===== src/rtl/stage_mem_pkg.sv =====
// stage_mem_pkg: shared widths, memory-op codes and FSM encodings for the memory stage
package stage_mem_pkg;
    localparam int REG_W    = 32;
    localparam int REG_AW   = 5;
    localparam int MEM_OP_W = 4;

    typedef enum logic [MEM_OP_W-1:0] {
        MEM_NONE = 4'd0,
        LB       = 4'd1,
        LH       = 4'd2,
        LW       = 4'd3,
        LBU      = 4'd4,
        LHU      = 4'd5,
        SB       = 4'd6,
        SH       = 4'd7,
        SW       = 4'd8
    } mem_op_e;

    typedef enum logic {
        IDLE = 1'b0,
        BUSY = 1'b1
    } state_e;

    // Codes 9..15 fall through both helpers, so they behave as MEM_NONE
    function automatic logic is_load(input logic [MEM_OP_W-1:0] op);
        return op inside {LB, LH, LW, LBU, LHU};
    endfunction

    function automatic logic is_store(input logic [MEM_OP_W-1:0] op);
        return op inside {SB, SH, SW};
    endfunction
endpackage


===== src/rtl/stage_mem_if.sv =====
// stage_mem_if: data-memory req/ack bus between the memory stage and the memory controller
interface stage_mem_if;
    import stage_mem_pkg::*;
    logic             mem_req;
    logic             mem_we;
    logic [REG_W-1:0] mem_addr;
    logic [REG_W-1:0] mem_wdata;
    logic [3:0]       mem_wmask;
    logic             mem_ack;
    logic [REG_W-1:0] mem_rdata;

    modport master (
        output mem_req, mem_we, mem_addr, mem_wdata, mem_wmask,
        input  mem_ack, mem_rdata
    );

    modport slave (
        input  mem_req, mem_we, mem_addr, mem_wdata, mem_wmask,
        output mem_ack, mem_rdata
    );
endinterface


===== src/rtl/mem_lane_fmt.sv =====
// mem_lane_fmt: little-endian byte-lane formatting, store mask/replication and load extraction/extension
module mem_lane_fmt
    import stage_mem_pkg::*;
(
    input  logic [MEM_OP_W-1:0] i_st_op,
    input  logic [1:0]          i_st_a,
    input  logic [REG_W-1:0]    i_st_data,
    input  logic [MEM_OP_W-1:0] i_ld_op,
    input  logic [1:0]          i_ld_a,
    input  logic [REG_W-1:0]    i_rdata,
    output logic [3:0]          o_wmask,
    output logic [REG_W-1:0]    o_wdata,
    output logic [REG_W-1:0]    o_ldata
);
    logic [7:0]  w_byte;
    logic [15:0] w_half;

    always_comb begin
        o_wmask = i_st_op == SB ? 4'b0001 << i_st_a :
                  i_st_op == SH ? 4'b0011 << {i_st_a[1], 1'b0} :
                  i_st_op == SW ? 4'hF : 4'h0;
        o_wdata = i_st_op == SB ? {4{i_st_data[7:0]}} :
                  i_st_op == SH ? {2{i_st_data[15:0]}} : i_st_data;
        w_byte  = i_rdata[{i_ld_a, 3'b000} +: 8];
        w_half  = i_ld_a[1] ? i_rdata[31:16] : i_rdata[15:0];
        o_ldata = i_ld_op == LB  ? {{24{w_byte[7]}}, w_byte} :
                  i_ld_op == LBU ? {24'h0, w_byte} :
                  i_ld_op == LH  ? {{16{w_half[15]}}, w_half} :
                  i_ld_op == LHU ? {16'h0, w_half} : i_rdata;
    end
endmodule


===== src/rtl/stage_mem.sv =====
// stage_mem: memory-access stage with req/ack data-memory handshake and writeback register.
// Defining MEM_MISALIGN_CHECK_EN rejects misaligned accesses and adds the misalign output.
module stage_mem
    import stage_mem_pkg::*;
#(
    parameter int ACK_TIMEOUT = 255
) (
    input  logic                clk,
    input  logic                rst_n,
    input  logic                valid_i,
    input  logic [MEM_OP_W-1:0] mem_op_i,
    input  logic [REG_W-1:0]    mem_addr_i,
    input  logic [REG_W-1:0]    store_data_i,
    input  logic [REG_AW-1:0]   reg_waddr_i,
    input  logic                we_i,
    input  logic [REG_W-1:0]    reg_wdata_i,
    stage_mem_if.master         mem,
    output logic                stall_req,
    output logic                wb_valid,
    output logic [REG_AW-1:0]   wb_waddr,
    output logic                wb_we,
    output logic [REG_W-1:0]    wb_wdata,
    output logic                bus_err
`ifdef MEM_MISALIGN_CHECK_EN
    ,
    output logic                misalign
`endif
);
    state_e              r_state, w_next;
    logic [7:0]          r_cnt;
    logic [MEM_OP_W-1:0] r_op;
    logic [1:0]          r_a;
    logic                r_we;
    logic [REG_AW-1:0]   r_rd;
    logic                w_ld, w_st, w_mis, w_acc, w_tmo, w_rld;
    logic [3:0]          w_wmask;
    logic [REG_W-1:0]    w_wdata, w_ldata;

    assign w_ld  = is_load(mem_op_i);
    assign w_st  = is_store(mem_op_i);
    assign w_rld = is_load(r_op);
`ifdef MEM_MISALIGN_CHECK_EN
    assign w_mis = ((mem_op_i == LH || mem_op_i == LHU || mem_op_i == SH) && mem_addr_i[0]) ||
                   ((mem_op_i == LW || mem_op_i == SW) && mem_addr_i[1:0] != 2'b00);
`else
    assign w_mis = 1'b0;
`endif
    assign w_acc = valid_i && (w_ld || w_st) && !w_mis;
    assign w_tmo = r_cnt == 8'(ACK_TIMEOUT - 1);

    mem_lane_fmt u_fmt (
        .i_st_op   (mem_op_i),
        .i_st_a    (mem_addr_i[1:0]),
        .i_st_data (store_data_i),
        .i_ld_op   (r_op),
        .i_ld_a    (r_a),
        .i_rdata   (mem.mem_rdata),
        .o_wmask   (w_wmask),
        .o_wdata   (w_wdata),
        .o_ldata   (w_ldata)
    );

    always_ff @(posedge clk or negedge rst_n) begin
        if (!rst_n) r_state <= IDLE;
        else        r_state <= w_next;
    end

    // Ack is checked ahead of the timeout, so a last-cycle ack still completes normally
    always_comb begin
        w_next    = r_state;
        stall_req = 1'b0;
        stall_req = r_state == IDLE ? w_acc : !mem.mem_ack;
        w_next    = r_state == IDLE ? (w_acc ? BUSY : IDLE) :
                    (mem.mem_ack || w_tmo) ? IDLE : BUSY;
    end

    always_ff @(posedge clk or negedge rst_n) begin
        if (!rst_n) begin
            mem.mem_req   <= 1'b0;
            mem.mem_we    <= 1'b0;
            mem.mem_addr  <= '0;
            mem.mem_wdata <= '0;
            mem.mem_wmask <= '0;
            wb_valid      <= 1'b0;
            wb_waddr      <= '0;
            wb_we         <= 1'b0;
            wb_wdata      <= '0;
            bus_err       <= 1'b0;
            r_cnt         <= '0;
            r_op          <= MEM_NONE;
            r_a           <= '0;
            r_we          <= 1'b0;
            r_rd          <= '0;
`ifdef MEM_MISALIGN_CHECK_EN
            misalign      <= 1'b0;
`endif
        end else begin
            wb_valid <= 1'b0;
            bus_err  <= 1'b0;
`ifdef MEM_MISALIGN_CHECK_EN
            misalign <= r_state == IDLE && valid_i && w_mis;
`endif
            if (r_state == IDLE) begin
                if (valid_i && !(w_ld || w_st)) begin
                    wb_valid <= 1'b1;
                    wb_waddr <= reg_waddr_i;
                    wb_we    <= we_i;
                    wb_wdata <= reg_wdata_i;
                end else if (valid_i && w_mis) begin
                    wb_valid <= 1'b1;
                    wb_waddr <= reg_waddr_i;
                    wb_we    <= 1'b0;
                    wb_wdata <= '0;
                end else if (w_acc) begin
                    mem.mem_req   <= 1'b1;
                    mem.mem_we    <= w_st;
                    mem.mem_addr  <= {mem_addr_i[31:2], 2'b00};
                    mem.mem_wdata <= w_wdata;
                    mem.mem_wmask <= w_wmask;
                    r_op          <= mem_op_i;
                    r_a           <= mem_addr_i[1:0];
                    r_we          <= we_i;
                    r_rd          <= reg_waddr_i;
                    r_cnt         <= '0;
                end
            end else if (mem.mem_ack) begin
                mem.mem_req <= 1'b0;
                wb_valid    <= 1'b1;
                wb_waddr    <= r_rd;
                wb_we       <= w_rld && r_we;
                wb_wdata    <= w_rld ? w_ldata : '0;
                r_cnt       <= '0;
            end else if (w_tmo) begin
                mem.mem_req <= 1'b0;
                bus_err     <= 1'b1;
                wb_valid    <= 1'b1;
                wb_waddr    <= r_rd;
                wb_we       <= 1'b0;
                wb_wdata    <= '0;
                r_cnt       <= '0;
            end else begin
                r_cnt <= r_cnt + 8'd1;
            end
        end
    end
endmodule


===== src/flat_wrapper.sv =====
// flat-port wrapper written by rule: the top's interface ports become plain ports
module stage_mem_flat import stage_mem_pkg::*;
#(
    parameter int ACK_TIMEOUT = 255
)
  (clk, rst_n, valid_i, mem_op_i, mem_addr_i, store_data_i, reg_waddr_i, we_i, reg_wdata_i, stall_req, wb_valid, wb_waddr, wb_we, wb_wdata, bus_err, mem_mem_req, mem_mem_we, mem_mem_addr, mem_mem_wdata, mem_mem_wmask, mem_mem_ack, mem_mem_rdata);
  stage_mem_if mem_i ();
  input  logic clk;
  input  logic rst_n;
  input  logic valid_i;
  input  logic [MEM_OP_W-1:0] mem_op_i;
  input  logic [REG_W-1:0] mem_addr_i;
  input  logic [REG_W-1:0] store_data_i;
  input  logic [REG_AW-1:0] reg_waddr_i;
  input  logic we_i;
  input  logic [REG_W-1:0] reg_wdata_i;
  output logic stall_req;
  output logic wb_valid;
  output logic [REG_AW-1:0] wb_waddr;
  output logic wb_we;
  output logic [REG_W-1:0] wb_wdata;
  output logic bus_err;
  output wire logic [$bits(mem_i.mem_req)-1:0] mem_mem_req;
  output wire logic [$bits(mem_i.mem_we)-1:0] mem_mem_we;
  output wire logic [$bits(mem_i.mem_addr)-1:0] mem_mem_addr;
  output wire logic [$bits(mem_i.mem_wdata)-1:0] mem_mem_wdata;
  output wire logic [$bits(mem_i.mem_wmask)-1:0] mem_mem_wmask;
  input wire logic [$bits(mem_i.mem_ack)-1:0] mem_mem_ack;
  input wire logic [$bits(mem_i.mem_rdata)-1:0] mem_mem_rdata;
  assign mem_mem_req = mem_i.mem_req;
  assign mem_mem_we = mem_i.mem_we;
  assign mem_mem_addr = mem_i.mem_addr;
  assign mem_mem_wdata = mem_i.mem_wdata;
  assign mem_mem_wmask = mem_i.mem_wmask;
  assign mem_i.mem_ack = mem_mem_ack;
  assign mem_i.mem_rdata = mem_mem_rdata;
  stage_mem #(.ACK_TIMEOUT(ACK_TIMEOUT)) u_core (.clk(clk), .rst_n(rst_n), .valid_i(valid_i), .mem_op_i(mem_op_i), .mem_addr_i(mem_addr_i), .store_data_i(store_data_i), .reg_waddr_i(reg_waddr_i), .we_i(we_i), .reg_wdata_i(reg_wdata_i), .mem(mem_i), .stall_req(stall_req), .wb_valid(wb_valid), .wb_waddr(wb_waddr), .wb_we(wb_we), .wb_wdata(wb_wdata), .bus_err(bus_err));
endmodule

===== config.mk =====
export PLATFORM = sky130hd
export DESIGN_NAME = stage_mem_flat
export DESIGN_NICKNAME = d
export VERILOG_FILES = /design/src/rtl/stage_mem_pkg.sv /design/src/rtl/stage_mem_if.sv /design/src/rtl/mem_lane_fmt.sv /design/src/rtl/stage_mem.sv /design/src/flat_wrapper.sv
export SDC_FILE = /design/constraint.sdc
export NUM_CORES = 1
export LEC_CHECK = 0
export CAP_MARGIN = 40
export CORE_UTILIZATION = 40
export CTS_CLUSTER_SIZE = 10
export DETAILED_ROUTE_END_ITERATION = 10
export GPL_ROUTABILITY_DRIVEN = 1
export PLACE_DENSITY = 0.74
export SLEW_MARGIN = 5
export SYNTH_ARGS = -nofsm -noshare
export SYNTH_HDL_FRONTEND = slang
export SYNTH_SLANG_ARGS = --single-unit

===== constraint.sdc =====
create_clock -name clk -period 4.25 [get_ports clk]
set_clock_uncertainty 0.2 [all_clocks]
set_input_delay 0.425 -clock clk [delete_from_list [all_inputs] [get_ports clk]]
set_output_delay 0.425 -clock clk [all_outputs]
set_load 0.05 [all_outputs]

==> After elaboration in Yosys (flattened, before gate mapping) <==
Cells that the tools add are included.
{ "totals": {"ff_bits": 129, "out_inout_bits": 111, "wordCells": 96} }
{ "op_classes": {"bitwise": 2, "n_mux": 42, "add_sub_neg": 1, "n_eq_ne": 16, "n_reduce_logical": 16, "shifts": 3} }
{ "op_table": {"columns": ["op", "n"], "rows": [
  ["32-bit 2-to-1 mux", 11],
  ["8-bit 2-to-1 mux", 5],
  ["32-bit by 6-bit indexed part select with 8-bit output", 1],
  ["4-bit by 3-bit == test with 1-bit output (second input constant)", 6],
  ["5-bit 2-to-1 mux", 4],
  ["1-bit 2-to-1 mux", 18],
  ["4-bit by 2-bit == test with 1-bit output (second input constant)", 4],
  ["16-bit 2-to-1 mux", 1],
  ["4-bit 2-to-1 mux", 3],
  ["5-bit nonzero test", 2],
  ["8-bit by 1-bit adder with 8-bit output (second input constant)", 1],
  ["4-bit by 1-bit == test with 1-bit output (second input constant)", 2],
  ["8-bit == test (second input constant)", 1],
  ["3-bit AND reduction", 2],
  ["4-bit == test (second input constant)", 1],
  ["2-bit AND reduction", 2],
  ["2-bit nonzero test", 2],
  ["1-bit by 2-bit << shifter with 4-bit output (first input constant)", 1],
  ["2-bit by 2-bit << shifter with 4-bit output (first input constant)", 1],
  ["1-bit logical AND", 3],
  ["3-bit inequality test (second input constant)", 1],
  ["3-bit nonzero test", 1],
  ["1-bit logical NOT", 2],
  ["1-bit logical OR", 2],
  ["2 further kinds", 3]
]} }

==> Longest topological paths before layout <==
Gate-level depths: netlist of run 1.
{ "depth": {"depth_word": 8, "depth_mapped": 9} }

==> Hierarchy <==
Synthesis of run 1 repeated with hierarchy kept, for this count alone.
{ "unflattened": {"hier_cells": 599, "area_unflattened_um2": 7053.0} }
{ "by_module_without_submodules": {"columns": ["module", "instances", "seq_area_each_um2", "cells_per_inst", "area_each_um2"], "rows": [
  ["stage_mem", 1, 3228.1, 369, 5451.5],
  ["mem_lane_fmt", 1, 0.0, 230, 1601.5]
]} }

==> Worst setup path after synthesis of run 1 <==
Ideal clock, no wire load.
{ "synth_path": {"path_kind": "input port to output port", "from": "input mem_op_i[0]", "to": "output stall_req", "path_slack_ns": 1.767, "path_buffers": 3, "arrival_ns": 1.858, "cell_stages": 7, "path_cell_list": "buf_2 > nor3_2 > xnor2_1 > nand3b_1 > buf_2 > buf_2 > nand2_1"} }
{ "synth_via": {"elab_chain_cells": 5} }
{ "synth_lines": {"columns": ["item", "line", "source"], "rows": [
  ["from (decl)", "flat_wrapper.sv:11", "input logic [MEM_OP_W-1:0] mem_op_i;"],
  ["4-bit by 1-bit == test with 1-bit output (tied with other cells)", "stage_mem_pkg.sv:26", "return op inside {LB, LH, LW, LBU, LHU};"],
  ["5-bit nonzero test / 3-bit nonzero test (equally long branches)", "stage_mem_pkg.sv:26, stage_mem_pkg.sv:30", null],
  ["1-bit logical OR *", "stage_mem.sv:48", "assign w_acc = valid_i && (w_ld || w_st) && !w_mis;"],
  ["1-bit logical AND *", "stage_mem.sv:48", null],
  ["1-bit 2-to-1 mux *", "stage_mem.sv:72", "stall_req = r_state == IDLE ? w_acc : !mem.mem_ack;"],
  ["to (decl)", "flat_wrapper.sv:17", "output logic stall_req;"]
]} }
Every way passes the cells marked *; elsewhere a longest branch is shown, timed or not.

==> Worst setup path after layout of run 1 <==
{ "layout_path": {"from": "register u_core.r_state", "to": "register u_core.wb_wdata[24]"} }
{ "layout_via": {"elab_chain_cells": 2} }
{ "layout_lines": {"columns": ["item", "line", "source"], "rows": [
  ["from (decl)", "stage_mem.sv:29", "state_e r_state, w_next;"],
  ["from (signal assigned)", "stage_mem.sv:65", "else r_state <= w_next;"],
  ["3-bit inequality test (no source line) / 2-bit nonzero test (equally long branches)", null, null],
  ["2-bit AND reduction (no source line)", null, null],
  ["to (signal assigned)", "stage_mem.sv:108", "wb_wdata <= reg_wdata_i;"],
  ["to (signal assigned)", "stage_mem.sv:131", "wb_wdata <= w_rld ? w_ldata : '0;"],
  ["to (decl)", "stage_mem.sv:22", "output logic [REG_W-1:0] wb_wdata,"]
]} }
Several ways; a longest one is shown, not always the timed one.
A chain may end at the register's enable or synchronous reset.

==> summary.md, run 1 <==
| Metric | Value |
|---|---|
| Layout cells sized above 1 | roughly 5.6% |
| CTS tree | built |
| Buf/Inv on CP | 0 |
| Initial Util | between 40% and 50% |
| Most frequent cells in the layout | clkdlybuf4s50_1 (248), nand2_1 (180), dfrtp_1 (129), nor2_1 (77), o21ai_0 (57) |
| GRT Total Usage | 24.2% |
| Storage cell area | 3230 µm² |
| Htree depth | 4 |
| Post-synthesis compound-gate area fraction | between 10% and 20% |
| 1st-pass router iterations | 5 |
| Nets | 1104 |
| Initial antenna violation count | 0 |
| Hold Crit Class | reg2reg |
| P_int | 3.33 mW |
| Io pins | 253 |
| Grt peak-use layer | met2 |
| Setup bufs post-CTS | 0 |
| Met3 usage | 10.4% |
| RSZ-0062 raised after global routing | false |
| Simple-gate share of the synthesized area | 20.7% |
| Max Fclk | between 300 and 400 MHz |
| Power, Total | 5.72 mW |
| Mux contribution to synthesized area | 9.00% |
| Critical Path Stages | 5 |
| Die area | about 17000 µm² |
| Final Hold Viols | 0 |
| R2r worst-path depth | 5 |
| Switching share of total power | 41.8% |
| Endpoints failing setup | 0 |
| Cts repair resizes | 0 |
| Post-synth ARST share | 100% |
| Avg Cell Area, Syn | 9.10 µm² |
| Cts hold-fix bufs | 1 |
| Most common cell after layout, fill and taps aside | clkdlybuf4s50_1 |
| CTS Buf Count | 17 |
| Delay-heaviest family, CP | compound AO/OA/AOI/OAI gates |
| Pwr per Cell Area | between 500 and 600 nW/µm² |
| Maximum Capacitance Violations | 0 |
| Leak pwr | approximately 4.2 nW |
| Dpl hpwl | 14500 µm |
| Reg power frac | 31.2% |
| Maximum VDD drop | 0.300 mV |
| Via Count | 6158 |
| Xor and xnor fraction of the mapped netlist area | 0.263% |
| Fin crit share | between 60% and 70% |
| Vias per cell | 5.20 |
| Clock network power share | ~24% |
| Post-synth EDFFs | 0 |
| Hold Crit Depth | 2 |
| IO buf count | 250 |
| Critical path fanouts, max | 22 |
| Layout area overhead | 48.6% |
| Footprint of the multi-input gates | 3100 µm² |
| Slowest CP cell | dfrtp_1 |
| M1 GR Usage | 29.8% |
| Fillers | 1374 |
| Cell count after synthesis | 731 |
| Final wirelength | 20200 µm |
| GRT Residual Overflow | 0 |
| Antenna Cells | 0 |
| Req. time, crit path | 4.38 ns |
| Core area | 16100 µm² |
| Fin. max-slew vios | 0 |
| Reg clk slew, reported paths | 0.05 ns |
| Yosys reg bits | 129 |
| Gpl congestion | 0.837 |
| Worst Tran Pin Value | 0.881 ns |
| Crit end category | register |
| CTS Buffer Depth | 2 |
| DRC | 0 |
| CTS sink count | 129 |
| Post-synthesis cell area | 6650 µm² |
| Met2 Track Usage GR | 37.4% |
| Post-route ant nets | 0 |
| Seq/Total Area, Yosys | 48.6% |
| Post-synth cell types | 51 |
| Sw power | 2.39 mW |
| Combinational share of power | 44.4% |
| Largest family of logic cells by synthesized area | simple AND/OR/NAND/NOR gates |
| Clk root buf | clkbuf_16 |
| Yosys warns | 0 |
| Setup Crit Path Kind | reg2reg |
| Max_slew headroom | 41.3% |
| Worst hold slack | around 0.27 ns |
| Adder-cell share of the synthesized area | 0.376% |
| Vias in the first global route | around 6000 |
| Global-route wire length before repair | 31200 µm |
| Slowest stage delay, CP | approximately 0.77 ns |
| Cell Rows | 46 |
| Outcome | complete, no violations |
| DIE WIDTH | 131 µm |
| CP Data Arrival Time | slightly below 3 ns |
| Setup TNS | 0 ns |
| Prevailing post-synth register cell | dfrtp_1 |
| Die Ht | 131 µm |
| Crit path time final | around 2.8 ns |
| Crit path cell chain | nand3b_1 > a211o_1 > nor3_4 > o221ai_1 > a31oi_1 |
| WL per Instance | between 15 and 20 µm |
| Drt first-iter violations | 379 |
| Pin count of the biggest net entering global routing | 83 |
| Skew-Pair Late Insertion Delay | 0.41 ns |
| CP Launch Type | register |
==> power by group through the flow <==
stage,Sequential (mW),Clock (mW),Combinational [mW]
4_1_cts,1.79,1.42,2.56
5_1_grt,1.83,1.47,2.70
3_3_place_gp,1.81,0,2.48
2_1_floorplan,2.71,0,0.691
6_report,1.79,1.39,2.54
3_5_place_dp,1.80,0,2.55
==> worst min-delay path, cell delays in order (launching register included) <==
cell	delay, ns
dfrtp_1	0.34
nand2_1	0.05
nand2_1	0.05
==> metal layers <==
metal	part of all wire [%]	wire length, µm
met5	0	0
met4	2.3	468
met3	11	2310
met2	45	9090
met1	41	8370
==> final timing paths <==
kind | start | endpoint | slack, ns
min reg2reg | u_core.mem.mem_addr[17] | u_core.mem.mem_addr[17] | 0.27
min in group asynchronous | rst_n | u_core.wb_wdata[5] | 0.36
max | u_core.r_state | u_core.wb_wdata[24] | 1.47
min | u_core.mem.mem_addr[17] | u_core.mem.mem_addr[17] | 0.27
max reg2reg | u_core.r_state | u_core.wb_wdata[24] | 1.47
max in group asynchronous | rst_n | u_core.r_cnt[5] | 2.57
==> cell type report <==
cell class / instances / share of cell area [%]
Clock buffer: 22 / 4.70
Multi-Input combinational cell: 535 / 31.4
Clock inverter: 6 / 0.861
Tap cell: 216 / 2.73
Inverter: 12 / 0.456
Sequential cell: 129 / 32.7
Timing Repair Buffer: 265 / 27.2
==> sequential cells by signal (all words and copies together), names as in the netlist <==
name                  cells
u_core.mem.mem_wdata     32
u_core.r_op               4
u_core.r_state            1
u_core.mem.mem_req        1
u_core.mem.mem_addr      30
u_core.r_a                2
u_core.wb_waddr           5
u_core.mem.mem_wmask      4
u_core.mem.mem_we         1
u_core.wb_wdata          32
u_core.r_we               1
u_core.r_rd               5
u_core.r_cnt              8
u_core.wb_valid           1
u_core.bus_err            1
u_core.wb_we              1
==> cells by family (layout without fill, tap and decap cells) <==
kind of cell | count (synthesis) | count (layout)
other | 1 | 2
flip-flops | 129 | 129
adder cells (fa/ha/maj) | 2 | 2
XOR/XNOR | 2 | 2
AO/OA/AOI/OAI | 165 | 165
multiplexers | 47 | 47
AND/OR/NAND/NOR | 317 | 317
buffers and inverters | 68 | 305
==> stage by stage <==
step / cell area [µm²] / util, % / worst slack, ns / instances
2_1_floorplan: 6650 / - / 1.77 / 732
3_3_place_gp: 9230 / 57.5 / 1.11 / 1150
3_5_place_dp: 9320 / 58.1 / 1.36 / 1156
4_1_cts: 9880 / 61.5 / 1.46 / 1185
5_1_grt: 9880 / 61.5 / 1.32 / 1185
6_report: 9880 / 61.5 / 1.47 / 1185
==> Yosys cell counts (3+ instances only) <==
library cell	count	area (µm²)
nor3_1	3	15.0
nand2b_1	31	194
nor2_1	77	289
buf_2	28	140
nor2b_1	6	37.5
o22a_1	8	70.1
o221ai_1	22	193
mux4_1	7	184
clkbuf_1	15	56.3
inv_1	12	45.0
a21oi_1	32	160
o31ai_1	4	30.0
buf_4	4	30.0
a41oi_1	6	52.6
nand3b_1	4	30.0
buf_1	5	18.8
dfrtp_1	129	3230
buf_6	3	33.8
nand2_1	180	676
nand3_1	4	20.0
o21ai_0	57	285
mux2i_1	38	380
a31oi_1	22	138
(Power assumes the default switching activity.)
==> inputs of run 2 (changes only) <==
--- a/config.mk
+++ b/config.mk
@@ -10,7 +10,7 @@
 export CTS_CLUSTER_SIZE = 10
 export DETAILED_ROUTE_END_ITERATION = 10
 export GPL_ROUTABILITY_DRIVEN = 1
-export PLACE_DENSITY = 0.74
+export PLACE_DENSITY = 0.77
 export SLEW_MARGIN = 5
 export SYNTH_ARGS = -nofsm -noshare
 export SYNTH_HDL_FRONTEND = slang
==> constraint.sdc (replaced) <==
create_clock -name clk -period 2.4 [get_ports clk]
set_clock_uncertainty 0.2 [all_clocks]
set_input_delay 0.24 -clock clk [delete_from_list [all_inputs] [get_ports clk]]
set_output_delay 0.24 -clock clk [all_outputs]
set_load 0.05 [all_outputs]
==> summary.md, run 2 (synthesis gave the netlist of run 1 again) <==
| Metric | Value |
|---|---|
| Core area | 16100 µm² (unchanged) |
| Worst Tran Pin Value | 0.587 ns (-0.294 ns) |
| Layout area overhead | 53.3% |
| Crit end category | register |
| Most common cell after layout, fill and taps aside | clkdlybuf4s50_1 |
| Final Hold Viols | 0 (unchanged) |
| CP Launch Type | register |
| Vias in the first global route | 5970 (-0.63%) |
| CTS Buf Count | 17 (unchanged) |
| Htree depth | 4 (unchanged) |
| Crit path cell chain | inv_1 > ha_1 > nand4_1 > o21bai_1 > o2bb2ai_4 > buf_12 > buf_4 > nor2_1 > a31oi_1 |
| Maximum Capacitance Violations | 0 (unchanged) |
| Via Count | 6248 (+1.5%) |
| Reg clk slew, reported paths | 0.06 ns (about the same) |
| Place WS | -0.182 ns (-1.55 ns) |
| DRC | 0 (unchanged) |
| Most frequent cells in the layout | clkdlybuf4s50_1 (248), nand2_1 (180), dfrtp_1 (129), nor2_1 (77), o21ai_0 (57) |
| Outcome | complete, no violations |
| Critical path fanouts, max | 49 (+120%) |
| Max Fclk | 454 MHz (+26%) |
| 1st-pass router iterations | 5 (unchanged) |
| Dpl hpwl | 14800 µm (+1.6%) |
| Pwr per Cell Area | 1020 nW/µm² (+76%) |
| Setup TNS | 0 ns (unchanged) |
| Worst hold path startpoint | mem_addr_i[10] |
| Final wirelength | 20600 µm (+1.9%) |
| Clk root buf | clkbuf_16 |
| IO buf count | 250 (unchanged) |
| Die Ht | 131 µm (unchanged) |
| Fin util | 63.5% (+1.9 points) |
| Post-route ant nets | 0 (unchanged) |
| CTS sink count | 129 (unchanged) |
| Crit path time final | 2.21 ns (-0.576 ns) |
| Die area | 17100 µm² (unchanged) |
| Leak pwr | 4.42 nW (+4.4%) |
| Slowest CP cell | dfrtp_1 |
| Cell Rows | 46 (unchanged) |
| Fin. max-slew vios | 0 (unchanged) |
| Footprint of the multi-input gates | 3110 µm² (about the same) |
| DIE WIDTH | 131 µm (unchanged) |
| Drt first-iter violations | 350 (-7.7%) |
| Global-route wire length before repair | 31400 µm (+0.53%) |
| Layout cells sized above 1 | 8.96% (+3.4 points) |
| Reg-to-Reg Start | u_core.r_cnt[0] |
| Top Registers | u_core.mem.mem_wdata (32), u_core.wb_wdata (32), u_core.mem.mem_addr (30) |
| Flop2flop setup slack | 0.19 ns (-1.27 ns) |
| Worst Setup SP | u_core.r_cnt[0] |
| Fin crit share | 91.9% (+26 points) |
| Io pins | 253 (unchanged) |
| Maximum VDD drop | 0.539 mV (+80%) |
| Slowest stage delay, CP | 0.42 ns (-0.35 ns) |
| Power, Total | 10.4 mW (+82%) |
| Vias per cell | 5.12 (-1.4%) |
| Initial Util | 41.4% (unchanged) |
| Final worst slack | 0.195 ns (-1.27 ns) |
| Skew-Pair Late Insertion Delay | 0.42 ns (about the same) |
| CP Data Arrival Time | 2.34 ns (-0.57 ns) |
| Nets | 1135 (+2.8%) |
| Worst hold slack | 0.146 ns (-0.123 ns) |
| Setup Crit Path Kind | reg2reg |
| CTS tree | built |
| CTS Buffer Depth | 2 (unchanged) |
| Req. time, crit path | 2.54 ns (-1.84 ns) |
| Antenna Cells | 0 (unchanged) |
| GRT Total Usage | 24.5% (+0.25 points) |
| Gpl congestion | 0.850 (+1.6%) |
| Pin count of the biggest net entering global routing | 81 (-2.4%) |
| Hold Crit Class | in2reg |
| RSZ-0062 raised after global routing | false |
| GRT Residual Overflow | 0 (unchanged) |
| Storage cell area | 3230 µm² (unchanged) |
| Initial antenna violation count | 0 (unchanged) |
| Max_slew headroom | 60.9% (+20 points) |
| Endpoints failing setup | 0 (unchanged) |
| Fillers | 1295 (-5.7%) |
| WL per Instance | 16.9 µm (-1.0%) |
-- run 2: worst paths after layout --
path | end | cells after the start
worst max-delay path | u_core.wb_wdata[22] | 9
max in group asynchronous | u_core.mem.mem_wdata[31] | 3
min in group asynchronous | u_core.wb_wdata[16] | 2
worst max register to register | u_core.wb_wdata[22] | 9
worst min register to register | u_core.mem.mem_addr[19] | 2
worst min-delay path | u_core.mem.mem_addr[10] | 3
-- run 2: cell type report --
cell class / instances / share of cell area (%)
tap: 216 / 2.65
clock inverter: 13 / 1.60
inverter: 12 / 0.442
sequential: 129 / 31.7
timing repair buffer: 296 / 28.9
clock buffer: 19 / 4.25
multi-input combinational: 535 / 30.5
-- run 2: per-layer routing --
layer / wire length, µm / vias to the layer above / global-route usage (%)
met5: 0 / - / 0
met2: 9580 / 275 / 39.2
met4: 429 / 0 / 8.25
met3: 2160 / 32 / 10.0
li1: - / 3042 / -
met1: 8460 / 2899 / 29.9
-- run 2: power by group --
part           internal, mW  leakage (nW)  total (mW)  switching (mW)
combinational          1.68          2.56        4.67            3.00
clock                  1.63         0.283        2.64            1.01
sequential             2.73          1.57        3.08           0.346
-- run 2: repair_timing --
item,CTS,global route
hold endpoints to repair,54,0
hold buffers,1,0
resized for setup,0,1
buffers inserted,0,1
endpoints found under the setup margin,0,15
-- run 2: worst max-delay path: cells and delay by family, from the launching register on --
family                   cells  cell delay (ns)
AO/OA/AOI/OAI                3             0.65
buffers and inverters        3             0.51
flip-flops                   1             0.42
AND/OR/NAND/NOR              2             0.18
adder cells (fa/ha/maj)      1             0.14
-- run 2: per-stage QoR --
stage               area [µm²]  instances
floorplan                 6650        732
global placement          9550       1185
detailed placement        9560       1186
CTS                      10200       1219
global route             10200       1220
finish                   10200       1220
==> inputs of run 3 (changes only) <==
--- a/config.mk
+++ b/config.mk
@@ -5,7 +5,7 @@
 export SDC_FILE = /design/constraint.sdc
 export NUM_CORES = 1
 export LEC_CHECK = 0
-export CAP_MARGIN = 40
+export CAP_MARGIN = 5
 export CORE_UTILIZATION = 40
 export CTS_CLUSTER_SIZE = 10
 export DETAILED_ROUTE_END_ITERATION = 10
==> summary.md, run 3 (synthesis gave the netlist of run 1 again) <==
| Metric | Value |
|---|---|
| Outcome | complete, no violations |
| Via Count | 6322 (+1.2%) |
| DRC | 0 (unchanged) |
| Critical path fanouts, max | 5 (-90%) |
| GRT Total Usage | 24.4% (-0.053 points) |
| Slowest stage delay, CP | 0.46 ns (+0.04 ns) |
| Fillers | 1313 (+1.4%) |
| Maximum Capacitance Violations | 0 (unchanged) |
| Clk root buf | clkbuf_16 |
| Initial antenna violation count | 0 (unchanged) |
| Initial Util | 41.4% (unchanged) |
| Global-route wire length before repair | 31500 µm (+0.20%) |
| Reg-to-Reg Start | u_core.r_cnt[0] |
| R2r worst-path depth | 9 (unchanged) |
| Crit end category | output port |
| Layout cells sized above 1 | 9.07% (+0.11 points) |
| FF-to-FF End | u_core.wb_wdata[27] |
| Layout area overhead | 53.3% (unchanged) |
| RSZ-0062 raised after global routing | false |
| Delay-heaviest family, CP | simple AND/OR/NAND/NOR gates |
| Setup crit end | stall_req |
| Antenna Cells | 0 (unchanged) |
| Die area | 17100 µm² (unchanged) |
| Gpl congestion | 0.850 (unchanged) |
| Final worst slack | 0.206 ns (+0.0109 ns) |
| Setup Crit Path Kind | in2out |
| Dpl hpwl | 14800 µm (about the same) |
| Nets | 1134 (-0.088%) |
| Endpoints failing setup | 0 (unchanged) |
| Buf/Inv on CP | 2 (-1) |
| Flop2flop setup slack | 0.23 ns (+0.04 ns) |
| Req. time, crit path | 1.96 ns (-0.58 ns) |
| Max_slew headroom | 60.6% (-0.27 points) |
| Slowest CP cell | clkdlybuf4s50_1 |
| Maximum VDD drop | 0.515 mV (-4.3%) |
| Skew-Pair Late Insertion Delay | 0.41 ns (about the same) |
| DIE WIDTH | 131 µm (unchanged) |
| Vias per cell | 5.19 (+1.3%) |
| Final Hold Viols | 0 (unchanged) |
| WL per Instance | 16.8 µm (-0.70%) |
| Vias in the first global route | 5981 (+0.18%) |
| Power, Total | 10.4 mW (-0.29%) |
| Place WS | -0.172 ns (+0.0107 ns) |
| CP Data Arrival Time | 1.75 ns (-0.59 ns) |
| CP Launch Type | input pin |
| Crit path time final | 2.19 ns (-0.0109 ns) |
| Fin crit share | 91.4% (-0.46 points) |
| CTS Buffer Depth | 2 (unchanged) |
| Top Registers | u_core.mem.mem_wdata (32), u_core.wb_wdata (32), u_core.mem.mem_addr (30) |
| CTS sink count | 129 (unchanged) |
| Drt first-iter violations | 359 (+2.6%) |
| Htree depth | 4 (unchanged) |
| IO buf count | 250 (unchanged) |
| Hold Crit Class | in2reg |
| Final wirelength | 20500 µm (-0.78%) |
| Most common cell after layout, fill and taps aside | clkdlybuf4s50_1 |
| Fin. max-slew vios | 0 (unchanged) |
| Pin count of the biggest net entering global routing | 81 (unchanged) |
| Max Fclk | 456 MHz (+0.50%) |
| Worst Setup SP | mem_op_i[2] |
| Die Ht | 131 µm (unchanged) |
| Reg clk slew, reported paths | 0.06 ns (about the same) |
| Fin util | 63.5% (unchanged) |
| Core area | 16100 µm² (unchanged) |
| CTS tree | built |
| Cell Rows | 46 (unchanged) |
| CTS Buf Count | 17 (unchanged) |
| Critical Path Stages | 6 (-3) |
| Crit path cell chain | clkdlybuf4s50_1 > nor3_2 > xnor2_2 > nand3b_1 > nand2_1 > buf_12 |
| Post-route ant nets | 0 (unchanged) |
| Leak pwr | 4.41 nW (about the same) |
| Io pins | 253 (unchanged) |
| GRT Residual Overflow | 0 (unchanged) |
| Worst Tran Pin Value | 0.591 ns (+0.00407 ns) |
| Most frequent cells in the layout | clkdlybuf4s50_1 (248), nand2_1 (180), dfrtp_1 (129), nor2_1 (77), o21ai_0 (57) |
| Pwr per Cell Area | 1020 nW/µm² (-0.29%) |
| 1st-pass router iterations | 5 (unchanged) |
run 3: worst min-delay path by stage:
| stage | start | endpoint | slack (ns) | depth (start not counted) |
|---|---|---|---|---|
| after CTS | mem_addr_i[10] | u_core.mem.mem_addr[10] | 0.13 | 3 |
| after global routing | mem_addr_i[6] | u_core.mem.mem_addr[6] | 0.15 | 3 |
| after global placement | rst_n | u_core.wb_wdata[7] | 0.06 | 1 |
| final | mem_addr_i[10] | u_core.mem.mem_addr[10] | 0.15 | 3 |
| after floorplan | rst_n | u_core.bus_err | -0.26 | 0 |
| after detailed placement | rst_n | u_core.wb_wdata[7] | 0.07 | 1 |
run 3: routing by layer:
metal,vias to the layer above,GRT usage (%),wire length (µm)
met1,2951,29.7,8280
met3,34,9.24,2210
met2,293,39.0,9490
met5,-,0,0
met4,0,9.87,487
li1,3044,-,-
run 3: report_power, final:
part / total (mW) / internal, mW / switching [mW]
Clock: 2.62 / 1.63 / 0.984
Sequential: 3.07 / 2.73 / 0.340
Combinational: 4.68 / 1.68 / 3.00
Total: 10.4 / 6.04 / 4.32
run 3: cell type report:
class	count	area (µm²)	share of cell area [%]
Tap cell	216	270	2.65
Clock buffer	19	433	4.25
Multi-Input combinational cell	535	3110	30.5
Inverter	12	45.0	0.442
Timing Repair Buffer	295	2940	28.9
Sequential cell	129	3230	31.7
Clock inverter	13	163	1.60
run 3: metrics by stage:
step / setup TNS (ns) / cell area, µm² / std cells / hold WS (ns)
after global placement: -2.02 / 9550 / 1185 / 0.0646
after global routing: 0 / 10200 / 1219 / 0.149
final: 0 / 10200 / 1219 / 0.148
after floorplan: 0 / 6650 / 732 / -0.256
after CTS: 0 / 10200 / 1218 / 0.132
after detailed placement: -2.09 / 9550 / 1185 / 0.0666
run 3: worst register-to-register path: cells and delay by family, from the launching register on:
kind	cells	cell delay [ns]
compound gates	3	0.58
simple gates	2	0.22
buf+inv	3	0.54
fa+ha+maj	1	0.14
flops	1	0.41
run 3: what timing repair did:
item / CTS / global route
hold buffers: 1 / 0
endpoints found under the hold margin: 54 / 0
gates resized for setup: 0 / 3
setup endpoints to repair: 0 / 22
setup buffers: 0 / 1
